==> config.mk <==
export PLATFORM = sky130hd
export DESIGN_NAME = spi_regfile_periph
export DESIGN_NICKNAME = d
export VERILOG_FILES = /design/src/rtl/spi_regfile_periph.sv
export SDC_FILE = /design/constraint.sdc
export NUM_CORES = 1
export LEC_CHECK = 0
export ABC_AREA = 1
export CORE_MARGIN = 8
export CORE_UTILIZATION = 30
export DETAILED_ROUTE_END_ITERATION = 12
export SLEW_MARGIN = 20
export SYNTH_ARGS = -nofsm -noshare
export SYNTH_HDL_FRONTEND = slang
export SYNTH_SLANG_ARGS = --single-unit
==> constraint.sdc <==
create_clock -name clk -period 2.1 [get_ports clk]
set_input_delay 0.21 -clock clk [delete_from_list [all_inputs] [get_ports clk]]
set_output_delay 0.21 -clock clk [all_outputs]
set_load 0.05 [all_outputs]
==> src/rtl/spi_regfile_periph.sv <==
// SPI register-file peripheral: decodes R/W + address + data frames from an SPI
// controller, writes a NUM_REGS x DATA_W bank, or shifts a register back on cipo.
module spi_regfile_periph #(
    parameter int NUM_REGS = 5,
    parameter int DATA_W   = 8,
    parameter int ADDR_W   = 7,
    parameter int CPOL     = 0,
    parameter int CPHA     = 0
) (
    input  logic                         clk,
    input  logic                         rst_n,
    input  logic                         sclk,
    input  logic                         copi,
    input  logic                         cs_n,
    output logic                         cipo,
    output logic                         cipo_oe,
    output logic [NUM_REGS*DATA_W-1:0]   regs_flat,
    output logic                         wr_strobe,
    output logic [ADDR_W-1:0]            wr_addr,
    output logic                         frame_err
);

    localparam int FRAME_W = 1 + ADDR_W + DATA_W;
    localparam int CNT_W   = $clog2(FRAME_W + 1);
    localparam logic [CNT_W-1:0] CNT_LAST_ADDR = CNT_W'(ADDR_W);
    localparam logic [CNT_W-1:0] CNT_LAST      = CNT_W'(FRAME_W - 1);
    localparam logic [CNT_W-1:0] CNT_FULL      = CNT_W'(FRAME_W);
    localparam logic SCLK_IDLE   = (CPOL != 0);
    localparam logic SAMPLE_RISE = (CPOL == CPHA);

    logic sclk_s1, sclk_s2, sclk_prev;
    logic copi_s1, copi_s2;
    logic cs_s1, cs_s2, cs_prev;

    always_ff @(posedge clk or negedge rst_n) begin
        if (!rst_n) begin
            sclk_s1   <= SCLK_IDLE;
            sclk_s2   <= SCLK_IDLE;
            sclk_prev <= SCLK_IDLE;
            copi_s1   <= 1'b0;
            copi_s2   <= 1'b0;
            cs_s1     <= 1'b1;
            cs_s2     <= 1'b1;
            cs_prev   <= 1'b1;
        end else begin
            sclk_s1   <= sclk;
            sclk_s2   <= sclk_s1;
            sclk_prev <= sclk_s2;
            copi_s1   <= copi;
            copi_s2   <= copi_s1;
            cs_s1     <= cs_n;
            cs_s2     <= cs_s1;
            cs_prev   <= cs_s2;
        end
    end

    logic sample_edge, cs_fall, cs_rise, bit_edge;
    assign sample_edge = SAMPLE_RISE ? (sclk_s2 & ~sclk_prev) : (~sclk_s2 & sclk_prev);
    assign cs_fall     = cs_prev & ~cs_s2;
    assign cs_rise     = ~cs_prev & cs_s2;
    // A select falling edge outranks a coincident sample edge.
    assign bit_edge    = sample_edge & ~cs_s2 & ~cs_fall;

    logic [CNT_W-1:0]   count;
    logic [FRAME_W-2:0] rx_sr;
    logic [DATA_W-1:0]  tx_sr;
    logic               read_active;
    logic               over_seen;
    logic [DATA_W-1:0]  regs [NUM_REGS];

    // Views of the frame as it would look with the bit now being sampled appended.
    logic [FRAME_W-1:0] full_word;
    logic [ADDR_W:0]    head_word;
    logic [ADDR_W-1:0]  wr_sel, rd_sel;
    logic [DATA_W-1:0]  wr_data, rd_data;
    logic               wr_rw, rd_rw, wr_hit;

    assign full_word = {rx_sr, copi_s2};
    assign head_word = {rx_sr[ADDR_W-1:0], copi_s2};
    assign wr_rw     = full_word[FRAME_W-1];
    assign wr_sel    = full_word[FRAME_W-2 -: ADDR_W];
    assign wr_data   = full_word[DATA_W-1:0];
    assign rd_rw     = head_word[ADDR_W];
    assign rd_sel    = head_word[ADDR_W-1:0];

    always_comb begin
        wr_hit  = 1'b0;
        rd_data = '0;
        for (int i = 0; i < NUM_REGS; i++) begin
            if (wr_sel == ADDR_W'(i)) wr_hit = 1'b1;
            if (rd_sel == ADDR_W'(i)) rd_data = regs[i];
        end
    end

    logic commit, rd_load, tx_shift, overlong, abort;
    assign commit   = bit_edge && (count == CNT_LAST) && wr_rw && wr_hit;
    assign rd_load  = bit_edge && (count == CNT_LAST_ADDR) && !rd_rw;
    assign tx_shift = bit_edge && read_active && (count > CNT_LAST_ADDR) && (count < CNT_FULL);
    assign overlong = bit_edge && (count == CNT_FULL) && !over_seen;
    assign abort    = cs_rise && (count != '0) && (count < CNT_FULL);

    always_ff @(posedge clk or negedge rst_n) begin
        if (!rst_n) begin
            count       <= '0;
            rx_sr       <= '0;
            tx_sr       <= '0;
            read_active <= 1'b0;
            over_seen   <= 1'b0;
            wr_strobe   <= 1'b0;
            wr_addr     <= '0;
            frame_err   <= 1'b0;
        end else begin
            wr_strobe <= commit;
            frame_err <= overlong | abort;
            if (commit) wr_addr <= wr_sel;
            if (cs_fall) begin
                count       <= '0;
                rx_sr       <= '0;
                tx_sr       <= '0;
                read_active <= 1'b0;
                over_seen   <= 1'b0;
            end else if (bit_edge) begin
                if (count < CNT_FULL) begin
                    count <= count + 1'b1;
                    rx_sr <= {rx_sr[FRAME_W-3:0], copi_s2};
                end else begin
                    over_seen <= 1'b1;
                end
                // rd_data is already zero for addresses outside the bank.
                if (rd_load) begin
                    tx_sr       <= rd_data;
                    read_active <= 1'b1;
                end else if (tx_shift) begin
                    tx_sr <= {tx_sr[DATA_W-2:0], 1'b0};
                end
            end
        end
    end

    always_ff @(posedge clk or negedge rst_n) begin
        if (!rst_n) begin
            for (int i = 0; i < NUM_REGS; i++) regs[i] <= '0;
        end else if (commit) begin
            for (int i = 0; i < NUM_REGS; i++)
                if (wr_sel == ADDR_W'(i)) regs[i] <= wr_data;
        end
    end

    for (genvar g = 0; g < NUM_REGS; g++) begin : g_flat
        assign regs_flat[g*DATA_W +: DATA_W] = regs[g];
    end

    assign cipo_oe = read_active & ~cs_s2;
    assign cipo    = cipo_oe & tx_sr[DATA_W-1];

endmodule

==> out/results.ini, run 1 <==
[placement]
placed_cell_area_um2 = 4780
port_buffers = 55
dp_hpwl_um = 7390
place_congestion = 0.843
post-place-ws_ns = 0.199

[global_route]
grt_max_degree = 42
antenna_found_initial = 0
grt_overflow_total = 0
grt_pass1_wl_um = 17100
grt_usage_pct = 12.3
grt_pass1_vias = 3129

[clock_network]
cts_made_buffers = 9
cts_tree = built
cts.sinks = 87
cts_hold_buf = 1
cts.htree.levels = 3
clockBufferDepth = 2
clock_latency_ns = 0.34
clk_pin_slew_ns = 0.06
ctsResizeCount = 0
cts_setup_buffers = 0
cts-root-buf = clkbuf_16

[routing]
drtPass1Iterations = 4
vias = 3119
drtAntennaViolNets = 0
drt_iter0_drc = 229
routed_wl_um = 10300
drc = 0
routed_via_density = 4.62
wl_per_cell_um = 15.3

[yosys]
synth_cell_type_count = 35
synth_area_um2 = 4020
synth-seq-cells = 87
synthesis.nets = 437
ys_seq_area_share_pct = 54.2
synthCells = 429
syn_avg_cell_area_um2 = 9.38
synth_warnings = 0

[sta]
layout_setup_ws_ns = 0.0820
slew_viol_final = 0
fin_skew_ns = 0.0100
rsz0062_at_grt = false
max_freq_ghz = 0.496
setup_violations = 0
fin_crit_sh_pct = 96.1
finalSetupTns_ns = 0
worst-slew-pin-transition_ns = 0.575
relSlewSlack_pct = 61.5
fin_crit_ns = 2.02
hold_viol_final = 0

[pwr]
power.total_uw = 3770
vdd_drop_max_uv = 380
p_leak_uw = 0.00223
power_density_nw_per_um2 = 745

[worst_setup_path]
worstPathMaxFanout = 5
cp-end-kind = primary output
crit_family = buffers and inverters
crit_path_max_incr_delay_ns = 0.70
slowest_stage = clkdlybuf4s50_1
cp-start-kind = flop
critical_path_arrival_ns = 1.81
crit_required_ns = 1.89
path_buf_inv = 2
cp_cell_sequence = inv_2 -> and3_1 -> clkdlybuf4s50_1
worstSetupPathType = reg2out

[cells_and_area]
nNetsFinal = 502
mostFrequentLayoutCells = 91 x nand2_1, 84 x dfrtp_1, 54 x clkdlybuf4s50_1, 53 x nand3_1, 37 x inv_1
drive_gt1_share_pct = 20.4
syn_to_final_growth_pct = 25.9
n_antenna_cell = 0
fin_area_um2 = 5060
final_common_cell = nand2_1

[die]
num_rows = 42
core_um2 = 13200
io_pins = 56
die_w_um = 132
die_h_um = 132
initial_core_util_pct = 30.5
die-area_um2 = 17400

[job]
drv_cap = 0

[worst_hold_path]
hold_path.class = in2reg

[status]
status = complete, no violations

## cells by family (layout without fill, tap and decap cells)
logic type               Yosys count  after routing  synth area share, %
AO/OA/AOI/OAI                     75             75                 12.5
adder cells (fa/ha/maj)            3              3                0.933
flip-flops                        87             87                 54.2
buffers and inverters             61            131                 6.97
AND/OR/NAND/NOR                  203            203                 25.4
## layout make-up
| type | count | area [µm²] |
|---|---|---|
| clock inverters | 4 | 22.5 |
| repair buffers | 66 | 646 |
| well taps | 176 | 220 |
| flip-flops and latches | 87 | 2180 |
| multi-input cells | 281 | 1560 |
| inverters | 49 | 186 |
| clock buffers | 12 | 246 |
| fillers | 1307 | 8130 |
## cells in the mapped netlist
cell | number | area (µm²)
nand2_1 | 91 | 342
dfrtp_1 | 84 | 2100
nand3_1 | 53 | 265
inv_1 | 37 | 139
o21ai_0 | 30 | 150
o21ai_2 | 24 | 210
o22ai_1 | 13 | 81.3
nand2_2 | 12 | 75.1
nor2_1 | 12 | 45.0
inv_2 | 11 | 41.3
buf_2 | 6 | 30.0
or2_2 | 6 | 37.5
buf_6 | 5 | 56.3
nand3_2 | 5 | 50.1
nor2_2 | 5 | 31.3
a21oi_1 | 3 | 15.0
dfstp_2 | 3 | 78.8
ha_1 | 3 | 37.5
nand2_4 | 3 | 33.8
nor3_1 | 3 | 15.0
nor4_1 | 3 | 18.8
nor2_4 | 2 | 22.5
o21ai_1 | 2 | 10.0
or2_0 | 2 | 12.5
a211oi_4 | 1 | 20.0
and2_1 | 1 | 6.26
and3_1 | 1 | 6.26
buf_4 | 1 | 7.51
inv_4 | 1 | 6.26
nand3b_2 | 1 | 11.3
nand4_2 | 1 | 12.5
nor2_8 | 1 | 20.0
nor3_4 | 1 | 16.3
o21a_1 | 1 | 7.51
o32ai_1 | 1 | 8.76
## power by group
part / switching, µW / total [µW] / internal (µW)
Sequential: 47.1 / 1790 / 1740
Clock: 640 / 1470 / 829
Combinational: 360 / 516 / 156
Total: 1050 / 3770 / 2720
## per-layer routing
| layer | GRT usage, % | vias up | share of wire, % |
|---|---|---|---|
| met4 | 4.98 | 0 | 1.8 |
| met3 | 3.20 | 12 | 5.0 |
| met2 | 19.7 | 67 | 49 |
| li1 | - | 1543 | - |
| met1 | 15.5 | 1497 | 45 |
| met5 | 0 | - | 0 |
## registers in the layout, indices dropped and copies added (netlist names)
name and cells:
read_active 1, cs_prev 1, tx_sr 8, wr_strobe 1, sclk_s2 1, sclk_s1 1, over_seen 1, copi_s2 1
wr_addr 7, regs_flat 40, sclk_prev 1, count 5, cs_s1 1, frame_err 1, copi_s1 1, cs_s2 1
rx_sr 15
## final timing paths
check | startpoint | endpoint | slack (ns) | cells past startpoint
worst max register to register | count[0] | regs_flat[24] | 0.19 | 9
worst min register to register | sclk_s1 | sclk_s2 | 0.35 | 0
worst max-delay path | cs_s2 | cipo | 0.08 | 3
worst min-delay path | cs_n | cs_s1 | 0.29 | 1
max in group asynchronous | rst_n | cs_s2 | 1.04 | 3
min in group asynchronous | rst_n | copi_s1 | 0.40 | 2
## through the flow
step	hold WS, ns	util (%)	cells
after floorplan	-0.0856	-	429
after global placement	0.228	36.3	658
after detailed placement	0.233	36.3	658
after CTS	0.275	38.4	675
after global routing	0.293	38.4	675
final	0.288	38.4	675
No activity file was read; power rests on OpenSTA's default activity.
==> run 2, diff against run 1 <==
CAP_MARGIN = 25   (was not set)
CORE_ASPECT_RATIO = 0.75   (was not set)
==> out/results.ini, run 2 (synthesized netlist as in run 1, its figures left out) <==
[cells_and_area]
nNetsFinal = 499  ; -0.60%
regArea_um2 = 2180  ; unchanged
drive_gt1_share_pct = 20.2  ; -0.28 points
mostFrequentLayoutCells = 91 x nand2_1, 84 x dfrtp_1, 54 x clkdlybuf4s50_1, 53 x nand3_1, 37 x inv_1
multi_input_area_um2 = 1560  ; unchanged
largest_register_ffs = 40  ; unchanged
final_common_cell = nand2_1
syn_to_final_growth_pct = 26.2
n_antenna_cell = 0  ; unchanged
fill_cells = 1281  ; -2.0%

[sta]
layout_setup_ws_ns = 0.0707  ; -0.0114 ns
finalSetupTns_ns = 0  ; unchanged
fin_skew_ns = 0.0110  ; +0.000903 ns
worst-slew-pin-transition_ns = 0.581  ; +0.00677 ns
fin_crit_ns = 2.03  ; +0.0114 ns
setup_violations = 0  ; unchanged
rsz0062_at_grt = false
fin_crit_sh_pct = 96.6  ; +0.54 points
slew_viol_final = 0  ; unchanged
relSlewSlack_pct = 61.1  ; -0.45 points
max_freq_ghz = 0.493  ; -0.56%
hold_viol_final = 0  ; unchanged

[clock_network]
cts_tree = built
cts.htree.levels = 3  ; unchanged
ctsResizeCount = 0  ; unchanged
clockBufferDepth = 2  ; unchanged
clock_latency_ns = 0.34  ; about the same
clk_pin_slew_ns = 0.06  ; about the same
cts_made_buffers = 9  ; unchanged
cts.sinks = 87  ; unchanged
cts-root-buf = clkbuf_16

[pwr]
comb_power_share_pct = 12.7  ; -1.0 points
p_sw_uw = 1040  ; -0.70%
p_sw_share_pct = 26.4  ; -1.4 points
p_int_uw = 2900  ; +6.5%
p_leak_uw = 0.00224  ; +0.32%
p_seq_share_pct = 45.4  ; -2.0 points
power_density_nw_per_um2 = 777  ; +4.3%
pwr-share-clk_pct = 41.9  ; +3.0 points
vdd_drop_max_uv = 386  ; +1.7%

[global_route]
grt_usage_pct = 12.4  ; +0.14 points
grt_pass1_vias = 3012  ; -3.7%
grt_pass1_wl_um = 16700  ; -2.1%
antenna_found_initial = 0  ; unchanged
grt_overflow_total = 0  ; unchanged
grt_max_degree = 67  ; +60%

[die]
die_h_um = 116  ; -12%
core_um2 = 13100  ; -0.97%
io_pins = 56  ; unchanged
initial_core_util_pct = 30.8  ; +0.30 points
die_w_um = 150  ; +14%
die-area_um2 = 17400  ; +0.22%
num_rows = 36  ; -14%

[placement]
dp_hpwl_um = 7380  ; -0.11%
port_buffers = 55  ; unchanged
place_congestion = 0.798  ; -5.3%
post-place-ws_ns = 0.252  ; +0.0529 ns

[job]
drv_cap = 0  ; unchanged

[worst_setup_path]
cp-end-kind = primary output
slowest_stage = clkdlybuf4s50_1
path_buf_inv = 2  ; unchanged
crit_family = buffers and inverters
worstPathMaxFanout = 5  ; unchanged
r2r-start = count[1]
cp-start-kind = flop
cp_cell_sequence = inv_2 -> and3_1 -> clkdlybuf4s50_1
rrSetupSlack_ns = 0.27  ; +0.08 ns
critical_path_arrival_ns = 1.82  ; about the same
regToRegEndpoint = wr_addr[1]
crit_required_ns = 1.89  ; about the same
reg2reg_depth = 9  ; unchanged
worstSetupPathType = reg2out
crit_path_max_incr_delay_ns = 0.70  ; about the same

[routing]
routed_via_density = 4.66  ; +0.91%
vias = 3110  ; -0.29%
drtPass1Iterations = 4  ; unchanged
wl_per_cell_um = 15.2  ; -0.13%
routed_wl_um = 10200  ; -1.3%
drtAntennaViolNets = 0  ; unchanged
drt_iter0_drc = 187  ; -18%
drc = 0  ; unchanged

[worst_hold_path]
min_from = cs_n
whs_endpoint = cs_s1
hold_depth = 1  ; unchanged
hold_path.class = in2reg

[status]
status = complete, no violations

-- run 2: power groups by stage --
stage	Combinational, µW	Clock [µW]	Sequential (µW)
detailed placement	505	0	1820
floorplan	344	0	1820
CTS	510	1700	1790
global placement	496	0	1810
finish	503	1650	1790
global route	559	1750	1790
-- run 2: routing by layer --
| metal | global-route usage (%) | share of wire [%] | up-vias |
|---|---|---|---|
| li1 | - | - | 1544 |
| met1 | 17.0 | 48 | 1505 |
| met2 | 18.8 | 46 | 55 |
| met3 | 3.06 | 5.1 | 6 |
| met4 | 4.38 | 0.81 | 0 |
| met5 | 0 | 0 | - |
-- run 2: how the worst max path moves through the flow --
stage                   from       endpoint  cells past startpoint
floorplan           count[0]  regs_flat[14]                     10
global placement    count[0]  regs_flat[28]                     10
detailed placement  count[0]     wr_addr[1]                      9
CTS                    cs_s2           cipo                      3
global route           cs_s2           cipo                      3
finish                 cs_s2           cipo                      3
-- run 2: layout make-up --
type / instances / area share [%]
well taps: 171 / 4.21
clock buffers: 13 / 5.32
clock inverters: 3 / 0.789
flip-flops and latches: 87 / 43.0
inverters: 49 / 3.67
repair buffers: 63 / 12.3
multi-input cells: 281 / 30.8
-- run 2: worst register-to-register path: cells and delay by family (launching register included) --
| kind | cells | cell delay, ns |
|---|---|---|
| DFF | 1 | 0.38 |
| AOI/OAI and AO/OA | 1 | 0.11 |
| and+or+nand+nor | 6 | 0.91 |
| adders and majority gates | 2 | 0.33 |
-- run 2: per-stage QoR --
step	instance area [µm²]	util, %	total power (µW)	hold slack, ns	instances
2_1_floorplan	4020	-	2160	-0.0856	429
3_3_place_gp	4760	36.4	2310	0.121	650
3_5_place_dp	4760	36.4	2320	0.130	650
4_1_cts	5080	38.9	3990	0.267	667
5_1_grt	5080	38.9	4100	0.272	667
6_report	5080	38.9	3940	0.280	667
-- run 2: repair_timing --
item                                    CTS  global route
setup buffers                             0             0
hold buffers                              1             0
endpoints found under the hold margin    21             0
endpoints found under the setup margin    0             0
